<file path="src/rtl/trap_sequencer.sv">
// -----------------------------------------------------------------------------
// trap_sequencer
//
// Sits in front of the machine-mode CSR file and owns its single access port.
// While idle, pipeline CSR accesses pass straight through. When a trap
// (exception or unmasked interrupt) or an mret is accepted, the block takes
// the port for a fixed multi-cycle sequence. Trap entry saves mepc, mcause,
// mtval and an updated mstatus, then reads mtvec. Mret restores mstatus and
// reads mepc. Every sequence ends with a one-cycle redirect pulse to fetch.
//
// Build option:
//   VECTORED_IRQ_EN  when defined, interrupts taken with mtvec[1:0]==2'b01
//                    jump to base + (code << 2). Otherwise every trap jumps
//                    to {mtvec[31:2], 2'b00}.
//
// Ports:
//   clk, rst_n           core clock, asynchronous active-low reset
//   exc_valid/cause/pc/tval   synchronous exception request (level)
//   irq_valid/cause/pc        interrupt request, already masked by mie
//   mret_valid                mret retiring (level)
//   pipe_csr_addr/wdata/we/re pipeline CSR access
//   pipe_csr_rdata            read data returned to the pipeline
//   pipe_stall                pipeline access not serviced this cycle
//   csr_addr/wdata/we/re      CSR file port
//   csr_rdata                 combinational read data from the CSR file
//   busy                      a sequence is in progress
//   redirect_valid            one-cycle pulse: fetch jumps to redirect_pc
//   redirect_pc               trap handler / return target (registered)
// -----------------------------------------------------------------------------
module trap_sequencer #(
    parameter int XLEN    = 32,
    parameter int CAUSE_W = 5
) (
    input  logic               clk,
    input  logic               rst_n,
    input  logic               exc_valid,
    input  logic [CAUSE_W-1:0] exc_cause,
    input  logic [XLEN-1:0]    exc_pc,
    input  logic [XLEN-1:0]    exc_tval,
    input  logic               irq_valid,
    input  logic [CAUSE_W-1:0] irq_cause,
    input  logic [XLEN-1:0]    irq_pc,
    input  logic               mret_valid,
    input  logic [11:0]        pipe_csr_addr,
    input  logic [XLEN-1:0]    pipe_csr_wdata,
    input  logic               pipe_csr_we,
    input  logic               pipe_csr_re,
    output logic [XLEN-1:0]    pipe_csr_rdata,
    output logic               pipe_stall,
    output logic [11:0]        csr_addr,
    output logic [XLEN-1:0]    csr_wdata,
    output logic               csr_we,
    output logic               csr_re,
    input  logic [XLEN-1:0]    csr_rdata,
    output logic               busy,
    output logic               redirect_valid,
    output logic [XLEN-1:0]    redirect_pc
);

    localparam logic [3:0] ST_IDLE        = 4'd0;
    localparam logic [3:0] ST_T_RD_STATUS = 4'd1;
    localparam logic [3:0] ST_T_WR_EPC    = 4'd2;
    localparam logic [3:0] ST_T_WR_CAUSE  = 4'd3;
    localparam logic [3:0] ST_T_WR_TVAL   = 4'd4;
    localparam logic [3:0] ST_T_WR_STATUS = 4'd5;
    localparam logic [3:0] ST_T_RD_TVEC   = 4'd6;
    localparam logic [3:0] ST_REDIRECT    = 4'd7;
    localparam logic [3:0] ST_M_RD_STATUS = 4'd8;
    localparam logic [3:0] ST_M_WR_STATUS = 4'd9;
    localparam logic [3:0] ST_M_RD_EPC    = 4'd10;

    localparam logic [11:0] ADDR_MSTATUS = 12'h300;
    localparam logic [11:0] ADDR_MTVEC   = 12'h305;
    localparam logic [11:0] ADDR_MEPC    = 12'h341;
    localparam logic [11:0] ADDR_MCAUSE  = 12'h342;
    localparam logic [11:0] ADDR_MTVAL   = 12'h343;

    logic [3:0]         state_q,       state_d;
    logic               mie_shadow_q,  mie_shadow_d;
    logic               is_irq_q,      is_irq_d;
    logic [CAUSE_W-1:0] code_q,        code_d;
    logic [XLEN-1:0]    pc_q,          pc_d;
    logic [XLEN-1:0]    tval_q,        tval_d;
    logic [XLEN-1:0]    ms_q,          ms_d;
    logic [XLEN-1:0]    redirect_pc_q, redirect_pc_d;

    logic            irq_take;
    logic            req_any;
    logic [XLEN-1:0] cause_word;
    logic [XLEN-1:0] trap_status;
    logic [XLEN-1:0] mret_status;
    logic [XLEN-1:0] tvec_base;
    logic [XLEN-1:0] trap_target;

    always_comb begin
        // NOTE: every signal driven here gets a default first, so no path
        // through the case statement can leave one unassigned and infer a latch.
        state_d        = state_q;
        is_irq_d       = is_irq_q;
        code_d         = code_q;
        pc_d           = pc_q;
        tval_d         = tval_q;
        ms_d           = ms_q;
        redirect_pc_d  = redirect_pc_q;
        csr_addr       = pipe_csr_addr;
        csr_wdata      = pipe_csr_wdata;
        csr_we         = 1'b0;
        csr_re         = 1'b0;
        pipe_csr_rdata = '0;
        pipe_stall     = 1'b1;

        // An interrupt only counts once mstatus.MIE is known to be set.
        irq_take = irq_valid & mie_shadow_q;
        req_any  = exc_valid | mret_valid | irq_take;

        cause_word = {is_irq_q, {(XLEN-1-CAUSE_W){1'b0}}, code_q};

        // Trap entry: MPIE <- MIE, MIE <- 0, MPP <- M.
        trap_status        = ms_q;
        trap_status[7]     = ms_q[3];
        trap_status[3]     = 1'b0;
        trap_status[12:11] = 2'b11;

        // mret: MIE <- MPIE, MPIE <- 1, MPP <- M.
        mret_status        = ms_q;
        mret_status[3]     = ms_q[7];
        mret_status[7]     = 1'b1;
        mret_status[12:11] = 2'b11;

        tvec_base   = {csr_rdata[XLEN-1:2], 2'b00};
        trap_target = tvec_base;
`ifdef VECTORED_IRQ_EN
        if (is_irq_q && (csr_rdata[1:0] == 2'b01)) begin
            // Vector offset wraps at 32 bits like any address add.
            trap_target = tvec_base + {{(XLEN-CAUSE_W-2){1'b0}}, code_q, 2'b00};
        end
`endif

        case (state_q)
            ST_IDLE: begin
                pipe_csr_rdata = csr_rdata;
                if (req_any) begin
                    // The pipeline access is held off; the sequencer takes
                    // the port from the next cycle.
                    if (exc_valid) begin
                        is_irq_d = 1'b0;
                        code_d   = exc_cause;
                        pc_d     = exc_pc;
                        tval_d   = exc_tval;
                        state_d  = ST_T_RD_STATUS;
                    end else if (mret_valid) begin
                        state_d  = ST_M_RD_STATUS;
                    end else begin
                        is_irq_d = 1'b1;
                        code_d   = irq_cause;
                        pc_d     = irq_pc;
                        tval_d   = '0;
                        state_d  = ST_T_RD_STATUS;
                    end
                end else begin
                    pipe_stall = 1'b0;
                    csr_we     = pipe_csr_we;
                    csr_re     = pipe_csr_re;
                end
            end
            ST_T_RD_STATUS: begin
                csr_addr = ADDR_MSTATUS;
                csr_re   = 1'b1;
                ms_d     = csr_rdata;
                state_d  = ST_T_WR_EPC;
            end
            ST_T_WR_EPC: begin
                csr_addr  = ADDR_MEPC;
                csr_wdata = {pc_q[XLEN-1:2], 2'b00};
                csr_we    = 1'b1;
                state_d   = ST_T_WR_CAUSE;
            end
            ST_T_WR_CAUSE: begin
                csr_addr  = ADDR_MCAUSE;
                csr_wdata = cause_word;
                csr_we    = 1'b1;
                state_d   = ST_T_WR_TVAL;
            end
            ST_T_WR_TVAL: begin
                csr_addr  = ADDR_MTVAL;
                csr_wdata = tval_q;
                csr_we    = 1'b1;
                state_d   = ST_T_WR_STATUS;
            end
            ST_T_WR_STATUS: begin
                csr_addr  = ADDR_MSTATUS;
                csr_wdata = trap_status;
                csr_we    = 1'b1;
                state_d   = ST_T_RD_TVEC;
            end
            ST_T_RD_TVEC: begin
                csr_addr      = ADDR_MTVEC;
                csr_re        = 1'b1;
                redirect_pc_d = trap_target;
                state_d       = ST_REDIRECT;
            end
            ST_REDIRECT: begin
                state_d = ST_IDLE;
            end
            ST_M_RD_STATUS: begin
                csr_addr = ADDR_MSTATUS;
                csr_re   = 1'b1;
                ms_d     = csr_rdata;
                state_d  = ST_M_WR_STATUS;
            end
            ST_M_WR_STATUS: begin
                csr_addr  = ADDR_MSTATUS;
                csr_wdata = mret_status;
                csr_we    = 1'b1;
                state_d   = ST_M_RD_EPC;
            end
            ST_M_RD_EPC: begin
                csr_addr      = ADDR_MEPC;
                csr_re        = 1'b1;
                redirect_pc_d = {csr_rdata[XLEN-1:2], 2'b00};
                state_d       = ST_REDIRECT;
            end
            default: begin
                state_d = ST_IDLE;
            end
        endcase

        // Keep the CSR file untouched while reset is asserted, even though
        // the idle pass-through would otherwise forward pipeline strobes.
        if (!rst_n) begin
            csr_we = 1'b0;
            csr_re = 1'b0;
        end

        // Shadow of mstatus.MIE follows every write to mstatus, whoever issues it.
        mie_shadow_d = mie_shadow_q;
        if (csr_we && (csr_addr == ADDR_MSTATUS)) begin
            mie_shadow_d = csr_wdata[3];
        end
    end

    // NOTE: state updates use non-blocking assignments so every flop samples
    // the pre-edge value of every other flop, independent of statement order.
    always_ff @(posedge clk or negedge rst_n) begin
        if (!rst_n) begin
            state_q       <= ST_IDLE;
            mie_shadow_q  <= 1'b0;
            is_irq_q      <= 1'b0;
            code_q        <= '0;
            pc_q          <= '0;
            tval_q        <= '0;
            ms_q          <= '0;
            redirect_pc_q <= '0;
        end else begin
            state_q       <= state_d;
            mie_shadow_q  <= mie_shadow_d;
            is_irq_q      <= is_irq_d;
            code_q        <= code_d;
            pc_q          <= pc_d;
            tval_q        <= tval_d;
            ms_q          <= ms_d;
            redirect_pc_q <= redirect_pc_d;
        end
    end

    assign busy           = (state_q != ST_IDLE);
    assign redirect_valid = (state_q == ST_REDIRECT);
    assign redirect_pc    = redirect_pc_q;

endmodule
</file>
<file path="config.mk">
export PLATFORM = sky130hd
export DESIGN_NAME = trap_sequencer
export DESIGN_NICKNAME = d
export VERILOG_FILES = /design/src/rtl/trap_sequencer.sv
export SDC_FILE = /design/constraint.sdc
export NUM_CORES = 1
export LEC_CHECK = 0
export CAP_MARGIN = 20
export CORE_MARGIN = 4
export CORE_UTILIZATION = 25
export CTS_BUF_LIST = sky130_fd_sc_hd__clkbuf_8
export DETAILED_ROUTE_END_ITERATION = 10
export PLACE_DENSITY = 0.59
export SLEW_MARGIN = 20
export SYNTH_ARGS = -nofsm -noshare
export SYNTH_HDL_FRONTEND = slang
export SYNTH_SLANG_ARGS = --single-unit
</file>
<file path="constraint.sdc">
create_clock -name clk -period 2.6 [get_ports clk]
set_input_delay 0.26 -clock clk [delete_from_list [all_inputs] [get_ports clk]]
set_output_delay 0.26 -clock clk [all_outputs]
set_load 0.05 [all_outputs]
</file>
==> impl_results.md <==
* Commonest cells post-synth: dfrtp_1, nand2_1, mux2_2
* IR drop worst, VDD at approximately 1100 uV
* Via/cell ratio at between 4 and 5
* Failing checks: negative setup slack
* DRC violations left at 0
* Initial DRC Count at 422
* Max_cap viols at 0
* Req. time, crit path at about 2.3 ns
* Worst Setup End Kind: output port
* Unique masters post-synth at 46
* Count of buffer and inverter cells on the critical path at 2
* Hold Slack at about 0.3 ns
* Worst r2r dst: mie_shadow_q
* Synth Area in Simple Gates at ~16%
* Compound-cell area share of the yosys netlist at a little over an eighth
* Maximum clock rate at ~380 MHz
* Status: complete, but fails checks
* Clock power frac at a little over a tenth
* Core Region at ~26,000 sq um
* Via count of the first global-routing pass at around 6,300
* Final instance area at 11,600 sq um
* P&R area growth vs syn at 76.5%
* GRT Total Usage at between 15 and 20%
* Overflow after GRT at 0
* Clk sink count at 133
* Synth Area in Adders at 0%
* Avg WL per Cell at 19.7 um
* Switching Power at 0.00817 W
* Worst Reg2Reg Path Length in Cells at 9
* Multi-input combinational cell area at 3140 sq um
* Boundary Pins at roughly 300
* Worst Max-Slew Pin Slew at 0.741 ns
* Worst setup SP type: register
* CTS tree: done
* Max Slew Vio Count at 0
* Worst Hold Class: input pin to register
* CP max stage cell: dfrtp_2
* Routability cong. at a little over 0.8
* Post-synth EDFFs at 0
* First-pass GRT wire length at 38,000 um
* Main combinational cell family by area after synthesis: simple AND/OR/NAND/NOR gates
* Hold Path Origin: exc_valid
* CP peak stage delay at between 0.4 and 0.5 ns
* Register area share after synthesis at between 50% and 60%
* CP top delay family: simple AND/OR/NAND/NOR gates
* Post-layout nets at approximately 1,100
* Crit path time final at between 2 and 3 ns
* Synth area leader: dfrtp_1
* Syn Inst Count at 636
* Post-Syn Area at 6570 sq um
* Power Internal at between 0.009 and 0.01 W
* Initial core utilization at approximately 25%
* PortBufs at about 300
* Clk_lat worst skew at between 0.4 and 0.5 ns
* H-tree Lvls at 4
* Flop pwr share at a little over a fifth
* Maximum fanout along the worst path at 15
* Share of cells above drive strength 1 at ~27%
* Post-DP Area at approximately 11,000 sq um
* Fill count at ~2,500
* Die span in y at 170 um
* TritonRoute pass-1 iters at 6
* Initial antenna violation count at 1
* Wirelength, routed at 25,500 um
* Comb pwr share at 68.2%
* Pleak at between 5 and 6 nW
* Clock Skews at ~0.011 ns
* Setup violation total in the final timing report at 5
* Worst Slack Setup Final at -0.0478 ns
* Yosys warning total at 0
* Largest net degree at the start of global routing at around 130
* CTS Buf Count at 17
* Most used DFF post-synth: dfrtp_1
* Dpl hpwl at roughly 18,000 um
* Final hold vios at 0
* Syn_area_per_cell at between 10 and 15 sq um
* R2r startpoint: state_q[3]
* Mux share of post-synthesis cell area at 16.0%
* CTS Buffer Depth at 2
* Worst slew margin at between 50% and 60%
* Crit path cell chain: nor2b_4 > or2_4 > nor2b_4 > buf_12 > a222oi_1 > nand2_1 > buf_12
* Routed vias at roughly 6,100
* Die Footprint at 28,900 sq um
* Crit share post-route at 102%
* Hold endpoint: tval_q[25]
* Clk pin slew, worst setup/hold paths at approximately 0.1 ns
* Sw Share at about 47%
* Crit Path Class: register to output port
* Top post-synthesis cells by area: dfrtp_1, mux2_2, nand2_1, mux2i_1, a222oi_1
* Register area at ~3300 sq um
* Synth Register Bits at 133
* Clk root buf: clkbuf_8
* Ant. Diodes at 0
* Power per Cell Area at around 1500 nW/um^2
* CP arrival at roughly 2.4 ns
* Hold Crit Depth at 3
* DIE WIDTH at roughly 170 um
* Synth top area share at 50.7%
* Worst R2R Setup Slack at between 0.2 and 0.3 ns
* Async set-reset flop share out of synthesis at 100%
* Antenna-violating nets left at 0
* XOR/XNOR share of the synthesized area at less than 1%
* RSZ-0062 raised after global routing: yes
* Row count at 59
## what timing repair did
action                     4_1_cts  5_1_grt
hold endpoints to repair       133        0
setup endpoints to repair       40       50
cloned                           3        1
pin swaps                       36       28
hold buffers                     1        0
setup buffers                   16        9
resized for setup               16       26
## kinds of logic (layout without fill, tap and decap cells)
logic type,after synthesis,count (layout)
simple gates,225,226
flops,133,133
compound gates,118,118
mux,97,97
buf+inv,61,386
other cells,1,2
xor+xnor,1,1
## power by group through the flow
stage	Sequential (W)	Combinational (W)	Clock, W
2_1_floorplan	0.00434	0.00541	0
3_3_place_gp	0.00366	0.0110	0
3_5_place_dp	0.00368	0.0111	0
4_1_cts	0.00365	0.0117	0.00188
5_1_grt	0.00379	0.0125	0.00199
6_report	0.00367	0.0118	0.00183
## worst reg2reg max path: stages (launching register included)
cell       delay, ns
dfrtp_2         0.48
or2_4           0.30
nor3_4          0.22
inv_2           0.09
nor4b_4         0.28
nand2_1         0.14
a21oi_4         0.18
buf_4           0.14
nand4bb_1       0.10
mux2_1          0.32
## placed cells by master (no fill, tap or decap), types with 3 or more instances in the layout
cell / synthesis / layout
a21oi_1: 8 / 8
a222oi_1: 30 / 30
a22o_1: 20 / 20
and2_1: 42 / 34
and2_4: 0 / 8
buf_12: 0 / 82
buf_4: 2 / 41
buf_6: 2 / 6
clkbuf_8: 0 / 17
clkdlybuf4s50_1: 0 / 212
dfrtp_1: 133 / 130
dfrtp_2: 0 / 3
inv_1: 6 / 4
inv_6: 0 / 5
inv_8: 0 / 6
mux2_2: 60 / 60
mux2i_1: 36 / 36
nand2_1: 133 / 129
nand3_1: 18 / 16
nor2_1: 10 / 7
nor2_4: 0 / 3
nor2b_4: 0 / 3
nor3_1: 4 / 3
o21ai_0: 45 / 45
## layout make-up
type,count,share of cell area [%]
multi-input cells,444,27.1
clock buffers,17,2.02
flip-flops and latches,133,28.8
clock inverters,15,1.50
well taps,335,3.62
inverters,7,0.281
repair buffers,347,36.7
## flip-flops by register name (all words and copies together), names as in the netlist
| signal | count |
|---|---|
| tval_q | 32 |
| ms_q | 30 |
| pc_q | 30 |
| redirect_pc | 30 |
| code_q | 5 |
| state_q | 4 |
| is_irq_q | 1 |
| mie_shadow_q | 1 |
## routing by layer
metal	share of wire [%]	GRT usage, %	vias up
li1	-	-	2890
met1	41	21.5	2993
met2	51	29.9	202
met3	6.5	4.18	13
met4	1.1	3.75	0
met5	0	0	-
## how the worst max path moves through the flow
stage / startpoint / end / slack [ns] / cells past startpoint
2_1_floorplan: state_q[3] / mie_shadow_q / -0.11 / 8
3_3_place_gp: state_q[3] / csr_wdata[11] / 0.08 / 5
3_5_place_dp: state_q[3] / csr_wdata[11] / 0.1 / 5
4_1_cts: state_q[2] / csr_wdata[0] / -0.09 / 7
5_1_grt: state_q[3] / csr_wdata[15] / -0.18 / 7
6_report: state_q[3] / csr_wdata[0] / -0.05 / 7
## stage by stage
stage	utilization [%]	total power, W	setup WS (ns)	std cells	setup TNS (ns)
floorplan	-	0.00976	-0.114	637	-0.114
global placement	41.5	0.0147	0.0832	1237	0
detailed placement	41.5	0.0148	0.0980	1237	0
CTS	44.1	0.0172	-0.0948	1289	-0.364
global route	44.7	0.0183	-0.176	1298	-2.25
finish	44.7	0.0173	-0.0478	1298	-0.0969
No activity file was read; power rests on OpenSTA's default activity.
